==> config.mk <==
export PLATFORM = sky130hd
export DESIGN_NAME = imm_encoder
export DESIGN_NICKNAME = d
export VERILOG_FILES = /design/src/rtl/imm_pkg.sv /design/src/rtl/imm_field_pack.sv /design/src/rtl/imm_encoder.sv
export SDC_FILE = /design/constraint.sdc
export NUM_CORES = 1
export LEC_CHECK = 0
export BUFFER_PORTS_ARGS = -buffer_cell sky130_fd_sc_hd__buf_2
export CAP_MARGIN = 20
export CORE_AREA = 2 2 111 113
export CTS_BUF_LIST = sky130_fd_sc_hd__clkbuf_4 sky130_fd_sc_hd__clkbuf_8
export DETAILED_ROUTE_END_ITERATION = 7
export DIE_AREA = 0 0 113 115
export PLACE_DENSITY = 0.71
export SYNTH_ARGS = -nofsm -noshare
export SYNTH_HDL_FRONTEND = slang
export SYNTH_SLANG_ARGS = --single-unit
==> constraint.sdc <==
create_clock -name clk -period 2.6 [get_ports clk]
set_input_delay 0.26 -clock clk [delete_from_list [all_inputs] [get_ports clk]]
set_output_delay 0.26 -clock clk [all_outputs]
set_load 0.03 [all_outputs]
==> src/rtl/imm_pkg.sv <==
// imm_pkg: shared format codes, FSM states and opcodes for the immediate encoder.
package imm_pkg;
  typedef enum logic [2:0] {
    FMT_I  = 3'd0,
    FMT_S  = 3'd1,
    FMT_B  = 3'd2,
    FMT_U  = 3'd3,
    FMT_J  = 3'd4,
    FMT_LI = 3'd5
  } fmt_e;
  typedef enum logic [1:0] {
    S_EMPTY,
    S_WORD,
    S_LI_HI
  } state_e;
  localparam logic [6:0] OP_LUI     = 7'b0110111;
  localparam logic [6:0] OP_OPIMM   = 7'b0010011;
  localparam logic [6:0] OP_OPIMM32 = 7'b0011011;
endpackage

==> src/rtl/imm_field_pack.sv <==
// imm_field_pack: range-check a 64-bit immediate and scatter it into an RV64I format.
module imm_field_pack
  import imm_pkg::*;
(
  input  logic [2:0]  fmt_i,
  input  logic [31:0] base_i,
  input  logic [63:0] imm_i,
  output logic [31:0] instr_o,
  output logic        err_o
);
  logic ok_11, ok_12, ok_20, ok_31;
  assign ok_11 = &imm_i[63:11] || ~|imm_i[63:11];
  assign ok_12 = &imm_i[63:12] || ~|imm_i[63:12];
  assign ok_20 = &imm_i[63:20] || ~|imm_i[63:20];
  assign ok_31 = &imm_i[63:31] || ~|imm_i[63:31];
  always_comb begin
    instr_o = base_i;
    err_o   = 1'b1;
    case (fmt_i)
      FMT_I: begin
        instr_o = {imm_i[11:0], base_i[19:0]};
        err_o   = !ok_11;
      end
      FMT_S: begin
        instr_o = {imm_i[11:5], base_i[24:12], imm_i[4:0], base_i[6:0]};
        err_o   = !ok_11;
      end
      FMT_B: begin
        instr_o = {imm_i[12], imm_i[10:5], base_i[24:12], imm_i[4:1], imm_i[11], base_i[6:0]};
        err_o   = !ok_12 || imm_i[0];
      end
      FMT_U: begin
        instr_o = {imm_i[31:12], base_i[11:0]};
        err_o   = !ok_31 || |imm_i[11:0];
      end
      FMT_J: begin
        instr_o = {imm_i[20], imm_i[10:1], imm_i[11], imm_i[19:12], base_i[11:0]};
        err_o   = !ok_20 || imm_i[0];
      end
      default: ;
    endcase
  end
endmodule

==> src/rtl/imm_encoder.sv <==
// imm_encoder: encode immediates into instruction templates, expanding LI into LUI+ADDIW or ADDI.
module imm_encoder
  import imm_pkg::*;
#(
  parameter int XLEN = 64
) (
  input  logic            clk,
  input  logic            rst_n,
  input  logic            in_valid,
  output logic            in_ready,
  input  logic [2:0]      in_fmt,
  input  logic [31:0]     in_base,
  input  logic [XLEN-1:0] in_imm,
  output logic            out_valid,
  input  logic            out_ready,
  output logic [31:0]     out_instr,
  output logic            out_err,
  output logic            out_last
);
  state_e      state_q;
  logic [31:0] instr_q, pend_q;
  logic        err_q, last_q;
  logic [31:0] single_instr, lui_instr, lo_instr, lo_base, instr_d;
  logic        single_err, lui_err, lo_err, li_bad, is_li, two_d, err_d;
  logic [19:0] li_hi;
  logic [4:0]  rd;
  logic        accept, fire;
  assign is_li   = in_fmt == FMT_LI;
  assign rd      = in_base[11:7];
  // LUI value is rounded up when lo is negative so that ADDIW's sign extension cancels out
  assign li_hi   = in_imm[31:12] + {19'd0, in_imm[11]};
  assign lo_base = li_hi != 20'd0 ? {12'd0, rd, 3'd0, rd, OP_OPIMM32} : {12'd0, 5'd0, 3'd0, rd, OP_OPIMM};
  imm_field_pack u_single (
    .fmt_i(in_fmt), .base_i(in_base), .imm_i(in_imm), .instr_o(single_instr), .err_o(single_err)
  );
  imm_field_pack u_lui (
    .fmt_i(FMT_U), .base_i({20'd0, rd, OP_LUI}), .imm_i({{32{li_hi[19]}}, li_hi, 12'd0}),
    .instr_o(lui_instr), .err_o(lui_err)
  );
  imm_field_pack u_lo (
    .fmt_i(FMT_I), .base_i(lo_base), .imm_i({{52{in_imm[11]}}, in_imm[11:0]}),
    .instr_o(lo_instr), .err_o(lo_err)
  );
  assign li_bad  = !(&in_imm[63:31] || ~|in_imm[63:31]) || lui_err || lo_err;
  assign two_d   = is_li && !li_bad && li_hi != 20'd0;
  assign err_d   = is_li ? li_bad : single_err;
  assign instr_d = err_d ? in_base : is_li ? (two_d ? lui_instr : lo_instr) : single_instr;
  assign in_ready  = state_q == S_EMPTY || (state_q == S_WORD && out_ready);
  assign out_valid = state_q != S_EMPTY;
  assign accept    = in_valid && in_ready;
  assign fire      = out_valid && out_ready;
  assign out_instr = instr_q;
  assign out_err   = err_q;
  assign out_last  = last_q;
  always_ff @(posedge clk) begin
    if (!rst_n) begin
      state_q <= S_EMPTY;
      instr_q <= '0;
      pend_q  <= '0;
      err_q   <= 1'b0;
      last_q  <= 1'b0;
    end else if (accept) begin
      state_q <= two_d ? S_LI_HI : S_WORD;
      instr_q <= instr_d;
      pend_q  <= lo_instr;
      err_q   <= err_d;
      last_q  <= !two_d;
    end else if (fire) begin
      state_q <= state_q == S_LI_HI ? S_WORD : S_EMPTY;
      if (state_q == S_LI_HI) begin
        instr_q <= pend_q;
        err_q   <= 1'b0;
        last_q  <= 1'b1;
      end
    end
  end
endmodule

After elaboration in Yosys (flattened, before gate mapping)
Index checks and enable logic that the tools add are counted.

Output and inout bits: 36. Register bits after elaboration: 68. Input port bits: 103.

Mux-type cells: 20. Reduce and logical (&&, ||, !) cells: 39. Add/sub/neg operators: 1. Equality and inequality tests: 7.

Operators with widths (number): $mux 32 (6); $pmux 32 s5 (1); $reduce_and 53->1 (1); $reduce_or 53->1 (1); $reduce_and 52->1 (1); $reduce_or 52->1 (1); $reduce_and 44->1 (1); $reduce_or 44->1 (1); $reduce_and 33->1 (1); $reduce_or 33->1 (1); $add 20x1->20 (1); $mux 20 (1); $reduce_bool 20->1 (1); $reduce_or 12->1 (1); $logic_not 1->1 (9); $logic_or 1x1->1 (8); $mux 1 (8); $eq 3x2->1 const B (2); $eq 3x3->1 const B (2); $mux 2 (3); $reduce_bool 2->1 (3); $logic_and 1x1->1 (5); $pmux 1 s4 (1); $eq 3x1->1 const B (1); other kinds (6) (6).

Longest topological paths before layout
Depth after elaboration: 9. Mapped depth: 11.

By module
Synthesis repeated with hierarchy kept, for this count alone.

Cells, all modules: 1179. Area, all modules: 7986.4 um2.

Modules (own cells, without submodules): imm_encoder (times used 1, area each 4570.6 um2, cells each 591, seq. area each 1361.3 um2); imm_field_pack (times used 3, area each 1138.6 um2, cells each 196, seq. area each 0.0 um2).

Least setup slack after synthesis
Ideal clock, no wire load.

Path kind: in2reg. Start: input in_imm[33]. End: register instr_q[10] (netlist: out_instr[10]). Required time: 2.531 ns. Path slack: -0.032 ns. Path buffers: 2. Arrival time: 2.563 ns. Stages on the path: 10. Path through: nor4_1 -> nand4_1 -> or3_1 -> buf_2 -> and2_1 -> buf_2 -> o221a_4 -> nor4_4 -> mux2_2 -> o21ai_1.

Word-level cells in the longest chain between the ends: 9.

Ends and longest elaborated chain: start, declared (line imm_encoder.sv:13) `input logic [XLEN-1:0] in_imm,`; $reduce_or 52->1 (tied with other cells) (line imm_field_pack.sv:13) `assign ok_12 = &imm_i[63:12] || ~|imm_i[63:12];`; $logic_not 1->1, on equally long branches; $logic_or 1x1->1, on equally long branches; $logic_not 1->1 (tied with other cells) (line imm_field_pack.sv:30) `err_o = !ok_12 || imm_i[0];`; $logic_or 1x1->1 (tied with other cells) (line imm_field_pack.sv:30); $pmux 1 s4 / $mux 32 (equally long branches) (line imm_field_pack.sv:19, imm_encoder.sv:47); $mux 1 / $mux 32 (equally long branches) (line imm_encoder.sv:46, imm_encoder.sv:47); $mux 32 * (line imm_encoder.sv:47) `assign instr_d = err_d ? in_base : is_li ? (two_d ? lui_instr : lo_instr) : single_instr;`; $mux 32 * (line imm_encoder.sv:62) `end else if (accept) begin`; end signal, assigned (line imm_encoder.sv:64) `instr_q <= instr_d;`; end signal, assigned (line imm_encoder.sv:71) `instr_q <= pend_q;`; end, declared (line imm_encoder.sv:21) `logic [31:0] instr_q, pend_q;`.

Every way passes the cells marked *; elsewhere a longest branch is shown, timed or not. A chain may end at the register's enable or synchronous reset.

Worst setup path in the final report
Start: input in_imm[40]. End: register instr_q[8] (netlist: out_instr[8]).

The elaborated chain is that of the path after synthesis.

==> impl_metrics.csv <==
group,metric,value,unit
power,p_leak,2.64,nW
synthesis,synthesis.nets,744,
status,failed_checks,"DRC",
sta,fin_crit_sh,91.9,%
hold_path,hold_depth,2,
power,ir_worst_vdd,0.000280,V
synthesis,netlist_area,4610,µm²
sta,min_period,2.39,ns
sta,rsz0062_at_grt,"false",
grt,antenna_found_initial,0,
cells_and_area,fillCellCount,1171,
cells_and_area,layoutNonFillerInstCount,975,
sta,setup_tns,0,ns
clocking,cts_buffer_depth,2,
sta,max-slew-margin-rel,61.1,%
detailed_routing,wl,16700,µm
synthesis,synth_cell_types,61,
floorplanning,rows,40,
synthesis,synth_edf_count,0,
cells_and_area,antenna_cells,0,
floorplanning,pin_count,139,
synthesis,yosys.area_share.simple,30.0,%
floorplanning,dieArea,13000,µm²
synthesis,synth_warnings,0,
critical_path,cp_data_arrival_time,2.67,ns
grt,grt_pass1_wl,26500,µm
cells_and_area,final_util,52.6,%
critical_path,critPathLaunchType,"primary input",
synthesis,synth_ff_type,"dfxtp_1",
synthesis,synth_commonest_cells,"nand2_1, dfxtp_1, nand3_1, clkbuf_1, o21ai_0",
synthesis,synth_xor_area_share,3.99,%
floorplanning,start_util,39.1,%
grt,grt_use_total,25.2,%
synthesis,yosysTopAreaCell,"dfxtp_1",
floorplanning,coreArea,11800,µm²
clocking,worstSkewPairLatency,0.35,ns
critical_path,cp_top_family,"simple AND/OR/NAND/NOR gates",
clocking,root_buffer,"clkbuf_8",
synthesis,synth-adder-area-share,0.813,%
cells_and_area,syn2layout_area_growth,34.7,%
clocking,clock-sinks,60,
hold_path,hold_end,"out_instr[13]",
floorplanning,die_y,115,µm
sta,slew_violations,0,
critical_path,critPathRequiredTime,2.88,ns
synthesis,synth_compound_area_share,30.4,%
synthesis,yosys-top-cells-area,"dfxtp_1, nand2_1, a21boi_0, nand3_1, o21ai_0",
sta,hold_viol,0,
cells_and_area,final_layout_size_suffix_gt1_share,32.1,%
synthesis,synth_mux_area_share,2.93,%
clocking,clk_pin_slew_worst_paths,0.08,ns
detailed_routing,wl_per_cell,17.1,µm
critical_path,reg2reg_slack,0.70,ns
synthesis,ys_seq_elements,60,
placement,portBuffers,138,
grt,grt.overflow.total,0,
synthesis,syn_inst,638,
critical_path,crit_buf_inv,2,
critical_path,r2r_start,"state_q[1]",
synthesis,synth.most_common_cell,"nand2_1",
clocking,cts_made_buffers,9,
clocking,htree_num_levels,3,
sta,worstMarginPinSlew,0.583,ns
cells_and_area,fin_nets,929,
grt,grt_pass1_vias,5164,
status,outcome,"finished, violations left",
synthesis,synth-async-reset-ratio,0,%
detailed_routing,drt_iter0_drc,472,
critical_path,critical_path_class,"primary input to flip-flop",
sta,finalSetupViolCount,0,
clocking,cts_tree,"built",
synthesis,synth-seq-area-share,26.0,%
floorplanning,die_width,113,µm
synthesis,synth_top_area_share,26.0,%
detailed_routing,drt-pass1-iter-count,7,
placement,dp.cells,959,
critical_path,cp_slowest_cell,"or4b_1",
critical_path,reg2reg_depth,7,
detailed_routing,vias,5758,
sta,fmax,419,MHz
run,cap_violations,0,
critical_path,crit_path_cell_trace,"buf_2, nand4_1, nor4_1, nand3_2, or4b_1, a22o_4, nor4_4, buf_4, mux2_2, o21ai_1",
detailed_routing,drtAntennaViolNets,0,
critical_path,crit_path_end_kind,"flip-flop",
placement,globalplace.congestion,0.915,
sta,fin_skew,0.0117,ns
critical_path,max_stage_delay,0.55,ns
detailed_routing,route.detailed.drc,8,
hold_path,min_from,"in_base[13]",
hold_path,hold_path_class,"primary input to flip-flop",
detailed_routing,viasPerCell,5.91,
critical_path,crit_path_max_fanout,5,
power,power_per_cell_area,449,nW/µm²
grt,grt_max_degree,55,
power,total_power,0.00279,W
synthesis,synth_top_family_by_area,"compound AO/OA/AOI/OAI gates",
synthesis,avgSynthCellArea,7.23,µm²
placement,hpwl,12600,µm
critical_path,r2r-end,"out_instr[27]",
cells in the final DEF, fill, tap and decap left out, drive strengths merged, types with 9 or more instances in the layout:
master  Yosys  layout
buf        18     228
nand2     106     106
dfxtp      60      60
o21ai      41      41
nand3      40      40
nor2       31      31
a21boi     29      29
nor3       24      24
a21oi      23      23
o211ai     22      22
a31oi      19      19
nor4       19      19
xnor2      17      17
nand4      14      14
inv        10      11
and3       10      10
mux2i       9       9
clkbuf     36       9
how the worst max path moves through the flow:
stage | from | endpoint | slack [ns] | cells past startpoint
detailed placement | in_imm[15] | out_instr[30] | -0.20 | 11
CTS | in_imm[15] | out_instr[18] | 0.15 | 12
global placement | in_imm[15] | out_instr[30] | -0.20 | 11
floorplan | in_imm[23] | out_instr[10] | 0.004 | 8
global route | in_imm[63] | out_instr[8] | 0.08 | 10
finish | in_imm[40] | out_instr[8] | 0.21 | 10
sequential cells by signal (all words and copies together), names as in the netlist:
signal / count
out_instr: 32
pend_q: 24
state_q: 2
out_err: 1
out_last: 1
through the flow:
step | hold slack, ns | setup slack [ns] | cell area (µm²)
after global routing | 0.122 | 0.0796 | 6210
after global placement | 0.448 | -0.198 | 5980
after detailed placement | 0.453 | -0.199 | 5980
final | 0.118 | 0.211 | 6210
after CTS | 0.109 | 0.149 | 6210
after floorplan | 0.396 | 0.00430 | 4620
metal layers:
metal,part of all wire [%],track usage [%]
met5,0,0
met4,2.2,6.75
met3,9.0,4.96
met2,46,41.2
met1,42,34.2
area by class of cell:
cell class	instances	area, µm²	area share [%]
Tap cell	147	184	2.96
Timing Repair Buffer	228	1390	22.4
Clock buffer	9	124	1.99
Multi-Input combinational cell	514	3180	51.1
Clock inverter	7	98.8	1.59
Sequential cell	60	1200	19.3
Inverter	10	37.5	0.604
power breakdown:
group	internal, W	total (W)	leakage, nW	switching, W
clock	0.000544	0.000972	0.110	0.000427
sequential	0.000985	0.00102	0.494	0.0000328
combinational	0.000314	0.000800	2.03	0.000487
total	0.00184	0.00279	2.64	0.000947
kinds of logic after synthesis:
group / after synthesis
DFF: 60
muxes: 13
xor gates and xnor gates: 21
and+or+nand+nor: 280
buffers and inverters: 64
AOI/OAI and AO/OA: 197
adders and majority gates: 3
timing repair:
| item | in CTS | in global routing |
|---|---|---|
| resized for setup | 0 | 1 |
| hold buffers | 0 | 0 |
| setup buffers | 0 | 0 |
| setup endpoints to repair | 0 | 10 |
worst register-to-register path: stages, from the launching register on:
cell,delay (ns)
dfxtp_1,0.39
nor2b_1,0.11
a21oi_1,0.20
o21a_1,0.31
buf_12,0.22
nor3_1,0.07
nor3b_1,0.28
o221a_2,0.25
(Power assumes the default switching activity.)
